[src/rtl/accl_pair_scheduler.sv]
// accl_pair_scheduler: issues all ordered body pairs (i,j), i!=j, into a fixed-latency
// acceleration pipeline and tags each result for the per-body accumulator.
module accl_pair_scheduler #(
    parameter int IDX_W    = 9,
    parameter int PIPE_LAT = 90
) (
    input  logic             clk,
    input  logic             rst,
    input  logic             start,
    input  logic [IDX_W:0]   n_bodies,
    input  logic             abort,
    output logic             busy,
    output logic             done,
    output logic [IDX_W-1:0] rd_addr_i,
    output logic [IDX_W-1:0] rd_addr_j,
    output logic             pipe_valid,
    output logic             acc_valid,
    output logic [IDX_W-1:0] acc_idx,
    output logic             acc_first,
    output logic             acc_last
);
    localparam int CW = $clog2(PIPE_LAT + 1);
    typedef enum logic [1:0] {IDLE, ISSUE, DRAIN, DONE} state_t;
    state_t state;
    logic [IDX_W:0] n_lat;
    logic issue;
    logic [CW-1:0] cnt, cnt_nxt;
    logic [PIPE_LAT:0] tag_v, tag_f, tag_l;
    logic [PIPE_LAT:0][IDX_W-1:0] tag_i;
    logic [IDX_W:0] iw, jw, j1, j2, nm1, nm2;
    logic cur_first, cur_last, wrap, last_pair;
    // Stage 0 of the tag line is the store-output stage, so pipe_valid is tag_v[0].
    assign pipe_valid = tag_v[0];
    assign acc_valid  = tag_v[PIPE_LAT];
    assign acc_idx    = tag_i[PIPE_LAT];
    assign acc_first  = tag_f[PIPE_LAT];
    assign acc_last   = tag_l[PIPE_LAT];
    // Index arithmetic is one bit wider so N = 2^IDX_W compares correctly.
    always_comb begin
        iw        = {1'b0, rd_addr_i};
        jw        = {1'b0, rd_addr_j};
        nm1       = n_lat - 1'b1;
        nm2       = n_lat - 2'd2;
        j1        = jw + 1'b1;
        j2        = (j1 == iw) ? jw + 2'd2 : j1;
        wrap      = j2 >= n_lat;
        cur_first = jw == (IDX_W+1)'(iw == '0);
        cur_last  = jw == ((iw == nm1) ? nm2 : nm1);
        last_pair = cur_last && (iw == nm1);
        cnt_nxt   = cnt + CW'(pipe_valid) - CW'(acc_valid);
    end
    always_ff @(posedge clk or posedge rst) begin
        if (rst) begin
            state     <= IDLE;
            n_lat     <= '0;
            issue     <= 1'b0;
            cnt       <= '0;
            busy      <= 1'b0;
            done      <= 1'b0;
            rd_addr_i <= '0;
            rd_addr_j <= '0;
            tag_v     <= '0;
            tag_f     <= '0;
            tag_l     <= '0;
            tag_i     <= '0;
        end else begin
            tag_v <= {tag_v[PIPE_LAT-1:0], issue};
            tag_f <= {tag_f[PIPE_LAT-1:0], issue & cur_first};
            tag_l <= {tag_l[PIPE_LAT-1:0], issue & cur_last};
            tag_i <= {tag_i[PIPE_LAT-1:0], rd_addr_i};
            cnt   <= cnt_nxt;
            done  <= 1'b0;
            if (abort) begin
                state <= IDLE;
                busy  <= 1'b0;
                issue <= 1'b0;
                tag_v <= '0;
                cnt   <= '0;
            end else begin
                case (state)
                    IDLE: if (start) begin
                        n_lat <= n_bodies;
                        if (n_bodies < (IDX_W+1)'(2)) begin
                            state <= DONE;
                            done  <= 1'b1;
                        end else begin
                            state     <= ISSUE;
                            busy      <= 1'b1;
                            issue     <= 1'b1;
                            rd_addr_i <= '0;
                            rd_addr_j <= IDX_W'(1);
                        end
                    end
                    ISSUE: if (last_pair) begin
                        state <= DRAIN;
                        issue <= 1'b0;
                    end else begin
                        rd_addr_i <= wrap ? rd_addr_i + 1'b1 : rd_addr_i;
                        rd_addr_j <= wrap ? '0 : j2[IDX_W-1:0];
                    end
                    DRAIN: if (cnt_nxt == '0) begin
                        state <= DONE;
                        busy  <= 1'b0;
                        done  <= 1'b1;
                    end
                    DONE: state <= IDLE;
                endcase
            end
        end
    end
endmodule

[config.mk]
export PLATFORM = sky130hd
export DESIGN_NAME = accl_pair_scheduler
export DESIGN_NICKNAME = d
export VERILOG_FILES = /design/src/rtl/accl_pair_scheduler.sv
export SDC_FILE = /design/constraint.sdc
export NUM_CORES = 1
export LEC_CHECK = 0
export CAP_MARGIN = 25
export CORE_MARGIN = 2
export CORE_UTILIZATION = 54
export DETAILED_ROUTE_END_ITERATION = 10
export PLACE_DENSITY = 0.67
export SLEW_MARGIN = 40
export SYNTH_ARGS = -nofsm -noshare
export SYNTH_HDL_FRONTEND = slang
export SYNTH_SLANG_ARGS = --single-unit
[constraint.sdc]
create_clock -name clk -period 54.2 [get_ports clk]
set_input_delay 5.42 -clock clk [delete_from_list [all_inputs] [get_ports clk]]
set_output_delay 5.42 -clock clk [all_outputs]
set_load 0.02 [all_outputs]
# Word-level counts from Yosys, hierarchy flattened

Index checks and enable logic that the tools add are counted.

Bits in registers: 1132
Logic and storage cells: 175
Input port bits: 14

Magnitude comparators: 2
Bitwise logic cells: 3
Add/sub/neg operators: 7
Muxes and demuxes: 33
Equality and inequality tests: 15
Reductions and logical operators: 13

Operators with widths:

| operator                | number |
|---|---|
| $mux W91                | 1 |
| $mux W9                 | 8 |
| $pmux W9 S2             | 2 |
| $eq A9 B10 Y1           | 2 |
| $mux W10                | 2 |
| $ne A3 B3 Y1 const B    | 4 |
| $add A9 B1 Y10 const B  | 1 |
| $add A9 B2 Y10 const B  | 1 |
| $eq A10 B9 Y1           | 1 |
| $ge A10 B10 Y1          | 1 |
| $lt A10 B2 Y1 const B   | 1 |
| $mux W1                 | 10 |
| $mux W2                 | 5 |
| $sub A10 B1 Y10 const B | 1 |
| $sub A10 B2 Y10 const B | 1 |
| $add A9 B1 Y9 const B   | 1 |
| $eq A9 B1 Y1            | 1 |
| $logic_not A9 Y1        | 1 |
| $ne A2 B2 Y1 const B    | 4 |
| $pmux W2 S4             | 1 |
| $reduce_and A4 Y1       | 2 |
| $add A7 B1 Y7           | 1 |
| $logic_not A7 Y1        | 1 |
| $mux W7                 | 1 |
| other kinds (13)        | 19 |

# Longest topological paths before layout

Gate-level depths: netlist (run 1).

Depth in word-level cells: 8
Depth in mapped cells: 19
Gate-level depth less buffers: 18

# Worst setup path before layout (run 1)

OpenSTA, ideal clock, no wires.

Path kind: in2reg
Start: input port n_bodies[5]
End: register rd_addr_j[0]
Slack: 46.830 ns
Setup time: 0.124 ns
Path buffers: 1
Stages: 7
Data arrival time: 7.246 ns
Cells stage by stage: or4_1 > nor4_1 > or2_1 > or3_1 > clkbuf_1 > nor3_1 > a211o_1

Word-level cells in the longest chain between the ends: 3

RTL lines:

| what                               | RTL line | text |
|---|---|---|
| start: declaration                 | 10       | `input logic [IDX_W:0] n_bodies,` |
| $lt A10 B2 Y1                      | 83       | `if (n_bodies < (IDX_W+1)'(2)) begin` |
| $ne A2 B2 Y1 (no source line)      | n/a      |  |
| $reduce_and A5 Y1 (no source line) | n/a      |  |
| end signal: assignment             | 99       | `rd_addr_j <= wrap ? '0 : j2[IDX_W-1:0];` |
| end: declaration                   | 15       | `output logic [IDX_W-1:0] rd_addr_j,` |

Every way passes these cells.
A chain may end at the register's enable or synchronous reset.

==> out/qor.yml, run 1 <==
ys_top_cells_by_count: "dfrtp_1 (1132), nor2b_1 (94), nor2_1 (41)"
critical_path_buf_inv_count: 7
max_freq_mhz: 117.5
cts_inserted_buffers: 103
cts_resized: 0
seq_power_share: 0.529
setup_viol: 0
ys_seq_elements: 1132
critPathKind: "in -> async"
pre_cts_slack_ns: 45.03
ys.flop_type: "dfrtp_1"
fin_area_um2: 36860
place_area_um2: 33380
skew_ns: 0.03134
routed_via_density: 4.929
p_int_mw: 1.429
postSynthAreaPerCell_um2: 19.11
clk_pin_slew_ns: 0.06
synthTopCellsByArea: "dfrtp_1 (88%), nor2b_1 (1.8%), ha_1 (1.0%)"
cp_cell_sequence: "clkdlybuf4s50_1 -> inv_12 -> clkbuf_8 -> buf_12 -> buf_16 -> buf_12 -> buf_16"
antenna_left: 0
io_pins: 47
cap_viol_max_count: 0
synth_fp_nets: 1717
fin_crit_sh: 0.1570
dr.pass1.iters: 5
drc: 0
swShare: 0.2524
synth-seq-area-share: 0.8843
status: "finished clean"
cts_tree: "built"
post_cts_buffers: 0
clk_latency_ns: 0.65
cp.arrival_ns: 9.26
end_kind: "async pin"
met3_usage: 0.03568
period_needed_ns: 8.509
fin_util: 0.6268
hold_class: "reg -> reg"
cts_sinks: 1132
switchingPower_mw: 0.4824
grt_use_met1: 0.2955
hold_violations: 0
yosys.area.top_type: "dfrtp_1"
antenna_found_initial: 3
grt_max_degree: 150
worst-endpoint-required_ns: 54.95
slew_headroom: 0.4882
start_util: 0.5448
syn_inst: 1676
postCtsHoldBufs: 0
die_y_um: 247.6
cp_top_family: "buffers and inverters"
first_iter_violations: 1025
r2r-start: "rd_addr_j[1]"
synth.most_common_cell: "dfrtp_1"
cp-startpoint: "rst"
start_kind: "input port"
synth_edf_count: 0
root_buffer: "clkbuf_16"
track_usage: 0.2009
grt_pass1_wl_mm: 91.96
drv_slew: 0
fin_total_pwr_mw: 1.912
top_usage_layer: "met2"
timing.setup.tns_ns: 0
tightest_slew_ns: 0.7677
nFillCells: 3824
hpwl_mm: 23.64
worst_slack_ns: 45.69
drt_wl_total_mm: 57.04
vias: 13070
power-per-cell-area_nw_per_um2: 51.87
holdCritStartpoint: "tag_l[6]"
ir_worst_vdd_uv: 33.01
synth.distinct_cells: 75
die_w_um: 247.6
slowest_delay_ns: 0.68
ctsHtreeMaxLevel: 3
drive_above_1_share: 0.1188
clock_path_buffers: 3
yosys_warnings: 0
die-area_um2: 61290
crit_path_max_fanout: 149
grt.overflow.total: 0
nets: 1834
leakage_nw: 18.79
io_buffers: 46
globalRouteMet2Util: 0.3126
synth_top_area_frac: 0.8843
wl_per_cell_um: 21.51
rsz0062_at_grt: "no"
netlist_area_um2: 32030
first_global_vias: 15040
power_frac_clock: 0.388
syn_to_final_growth_pct: 15.05
rows: 89
combPwrFrac: 0.083
gp_congestion: 0.8837
core_um2: 58800
async_flop_share: 1.000
crit_slowest_cell: "clkbuf_8"
[cell usage in the layout (no fill, tap or decap), drive strengths merged, types with 26 or more instances in the layout]
master,instances
clkbuf,152
clkdlybuf4s50,45
dfrtp,1132
inv,40
nor2,42
xnor2,27
nand2,37
nor2b,94
ha,26
clkinv,28
[registers in the layout (all words and copies together) (netlist names)]
signal and cells:
cnt 7, acc_idx 9, busy 1, rd_addr_j 9
rd_addr_i 9, tag_f 91, done 1, tag_l 91
state 2, issue 1, tag_i 810, tag_v 91
n_lat 10
[metal layers]
layer / vias up / share of wire
met4: 0 / 0.017
met3: 69 / 0.041
met5: - / 0
met1: 7106 / 0.45
met2: 280 / 0.49
li1: 5616 / -
[layout make-up]
type | count | area (µm²) | area share
Antenna cell | 2 | 5.005 | 0.0001358
Clock buffer | 149 | 2990 | 0.08114
Inverter | 37 | 151.4 | 0.004108
Multi-Input combinational cell | 456 | 3187 | 0.08647
Clock inverter | 40 | 467.9 | 0.01270
Tap cell | 773 | 967.2 | 0.02624
Sequential cell | 1132 | 28330 | 0.7686
Timing Repair Buffer | 63 | 759.5 | 0.02061
[worst register-to-register path: stages (launching register included)]
cell and delay, ns:
dfrtp_1 0.57, ha_1 0.30, nand3_1 0.18, or3_1 0.36, nand3_1 0.09, o311ai_0 0.17
nor3_2 0.58, o21ai_0 0.24, or2_2 0.37, nor2_1 0.20, xor2_1 0.18, ha_1 0.19
a2111o_1 0.13, nor2_1 0.05, a211o_1 0.57, or4_1 0.66, or4_1 0.43, nand3_1 0.10
[kinds of logic after synthesis]
| kind of cell | Yosys count | share of synthesized area |
|---|---|---|
| flops | 1132 | 0.8843 |
| simple gates | 280 | 0.05019 |
| buf+inv | 88 | 0.01621 |
| compound gates | 79 | 0.01789 |
| xor+xnor | 49 | 0.01340 |
| fa+ha+maj | 27 | 0.01078 |
| mux | 21 | 0.007226 |
[stage by stage]
step	std cells	hold slack, ns
2_1_floorplan	1676	0.3312
3_3_place_gp	2455	0.3311
3_5_place_dp	2461	0.3347
4_1_cts	2650	0.3293
5_1_grt	2650	0.3335
6_report	2652	0.3241
[power groups by stage]
| stage | clock (mW) | combinational (mW) | sequential, mW |
|---|---|---|---|
| 6_report | 0.742 | 0.158 | 1.01 |
| 3_5_place_dp | 0 | 0.158 | 1.02 |
| 3_3_place_gp | 0 | 0.152 | 1.01 |
| 5_1_grt | 0.803 | 0.178 | 1.02 |
| 2_1_floorplan | 0 | 0.132 | 0.997 |
| 4_1_cts | 0.763 | 0.159 | 1.02 |
[worst paths after layout]
path | cells after the start | to | slack (ns)
worst min register to register | 0 | tag_l[7] | 0.32
worst min-delay path | 0 | tag_l[7] | 0.32
min in group asynchronous | 2 | tag_i[682] | 5.39
worst max-delay path | 7 | tag_i[444] | 45.69
max in group clk | 9 | rd_addr_i[6] | 46.52
worst max register to register | 17 | rd_addr_i[7] | 48.76
No activity file was read; power rests on OpenSTA's default activity.
==> run 2, diff against run 1 <==
PLACE_DENSITY = 0.7   (was 0.67)
clock period = 7.1 ns   (was 54.2 ns; I/O delays follow)
==> run 2 against run 1 <==
Total power grew to 7.7 times the previous value. Global-route usage grew 0.71 points. Flip-flop and latch count is the same. Clock skew up 0.013 ns. Utilization rose by 0.070 points. Largest power group unchanged. Clock power rose to 7.8 times the previous value. Via count about the same. Clock-buffer cell count decreased by 8.
==> out/qor.yml, run 2 (synthesis results as in run 1) <==
status: "finished clean"  # unchanged
drt_wl_total_mm: 59.53  # was 57.04 mm
cts_tree: "built"  # unchanged
drc: 0  # unchanged
clk_latency_ns: 0.65  # about the same
cts_inserted_buffers: 102  # was 103
hold_class: "reg -> reg"  # unchanged
postCtsHoldBufs: 0  # unchanged
r2r_end: "rd_addr_i[7]"  # unchanged
end_kind: "register"  # was async pin
leakage_nw: 18.82  # was 18.79 nW
grt_pass1_wl_mm: 94.72  # was 91.96 mm
io_pins: 47  # unchanged
first_global_vias: 15320  # was 15040
final_cell_mix: "dfrtp_1 (1132), clkbuf_16 (104), nor2b_1 (94)"  # was dfrtp_1 (1132), clkbuf_16 (103), nor2b_1 (94)
drv_slew: 0  # unchanged
cp.arrival_ns: 5.85  # was 9.26 ns
die_w_um: 247.6  # unchanged
grt.overflow.total: 0  # unchanged
n_antenna_cell: 0  # was 2
ir_worst_vdd_uv: 270.5  # was 33.01 µV
r2r-start: "rd_addr_j[1]"  # unchanged
ctsHtreeMaxLevel: 3  # unchanged
rows: 89  # unchanged
rsz0062_at_grt: "no"  # unchanged
vias: 13060  # was 13070
layout_commonest_cell: "dfrtp_1"  # unchanged
hold_depth: 0  # unchanged
worst_slack_ns: 1.838  # was 45.69 ns
critPathKind: "reg -> reg"  # was in -> async
routed_via_density: 4.932  # was 4.929
post_cts_buffers: 0  # unchanged
track_usage: 0.2080  # was 0.2009
drive_above_1_share: 0.1237  # was 0.1188
max_freq_mhz: 190.0
setup_viol: 0  # unchanged
worst_r2r_path_depth: 18  # was 17
hold_violations: 0  # unchanged
start_util: 0.5448  # unchanged
whs_endpoint: "tag_i[17]"  # was tag_l[7]
start_kind: "register"  # was input port
cts_sinks: 1132  # unchanged
nets: 1833  # was 1834
first_iter_violations: 833  # was 1025
power-per-cell-area_nw_per_um2: 400.1  # was 51.87 nW/µm²
clock_path_buffers: 3  # unchanged
crit_path_max_fanout: 22  # was 149
tightest_slew_ns: 0.8564  # was 0.7677 ns
dr.pass1.iters: 5  # unchanged
fin_total_pwr_mw: 14.76  # was 1.912 mW
cap_viol_max_count: 0  # unchanged
slew_headroom: 0.4238  # was 0.4882
timing.setup.tns_ns: 0  # unchanged
wl_per_cell_um: 22.48  # was 21.51 µm
skew_ns: 0.04452  # was 0.03134 ns
grt_max_degree: 167  # was 150
period_needed_ns: 5.262
worst-endpoint-required_ns: 7.69  # was 54.95 ns
holdCritStartpoint: "tag_i[8]"  # was tag_l[6]
antenna_left: 0  # unchanged
core_um2: 58800  # unchanged
r2r_slack_ns: 1.84  # was 48.76 ns
fin_crit_sh: 0.7411
hpwl_mm: 26.09  # was 23.64 mm
die_y_um: 247.6  # unchanged
antenna_found_initial: 0  # was 3
largest_reg_flops: 810  # unchanged
root_buffer: "clkbuf_16"  # unchanged
regMostFlops: "tag_i"  # unchanged
io_buffers: 46  # unchanged
die-area_um2: 61290  # unchanged
pre_cts_slack_ns: 1.721  # was 45.03 ns
syn_to_final_growth_pct: 15.18  # was 15.05%
clk_pin_slew_ns: 0.06  # about the same
cts_resized: 0  # unchanged
fin_util: 0.6275  # was 0.6268
gp_congestion: 0.8065  # was 0.8837
[run 2: cell type report]
type                            count  area [µm²]
Inverter                           37       142.6
Tap cell                          773       967.2
Clock buffer                      141        2992
Timing Repair Buffer               63       715.7
Sequential cell                  1132       28330
Fill cell                        3740       21900
Multi-Input combinational cell    456        3189
Clock inverter                     46       563.0
[run 2: worst max-delay path by stage]
stage	startpoint	endpoint	slack [ns]	depth (start not counted)
after floorplan	rst	acc_idx[0]	-9.23	1
after global placement	rd_addr_j[0]	rd_addr_i[7]	1.70	18
after detailed placement	rd_addr_j[1]	rd_addr_i[7]	1.72	18
after CTS	rd_addr_j[1]	rd_addr_j[4]	1.72	18
after global routing	rd_addr_j[1]	rd_addr_j[4]	1.28	18
final	rd_addr_j[1]	rd_addr_i[7]	1.84	18
[run 2: worst max-delay path, stage by stage (launching register included)]
cell	delay [ns]
dfrtp_1	0.53
ha_1	0.28
nand3_1	0.17
or3_1	0.35
nand3_1	0.08
o311ai_0	0.16
nor3_2	0.55
o21ai_0	0.28
or2_2	0.37
nor2_1	0.16
xor2_1	0.17
ha_1	0.19
o21ai_0	0.09
nand2b_1	0.07
a21oi_1	0.07
a211o_1	0.54
or4_1	0.65
or4_1	0.41
nand3_1	0.09
[run 2: metal layers]
layer / GRT usage / share of wire / up-vias
li1: - / - / 5604
met1: 0.2922 / 0.43 / 7097
met2: 0.3363 / 0.50 / 260
met3: 0.04098 / 0.038 / 99
met4: 0.06164 / 0.025 / 0
met5: 0 / 0 / -
[run 2: power breakdown]
| group | switching (mW) | internal [mW] | total [mW] |
|---|---|---|---|
| logic | 0.726 | 0.487 | 1.21 |
| clock network | 2.49 | 3.30 | 5.79 |
| registers | 0.511 | 7.24 | 7.76 |
[run 2: per-stage QoR]
stage	instances	hold WS, ns	cell area (µm²)
final	2648	0.3091	36900
after global routing	2648	0.3175	36900
after CTS	2646	0.3059	36830
after detailed placement	2459	0.3347	33280
after global placement	2458	0.3329	33250
after floorplan	1676	0.3312	32040
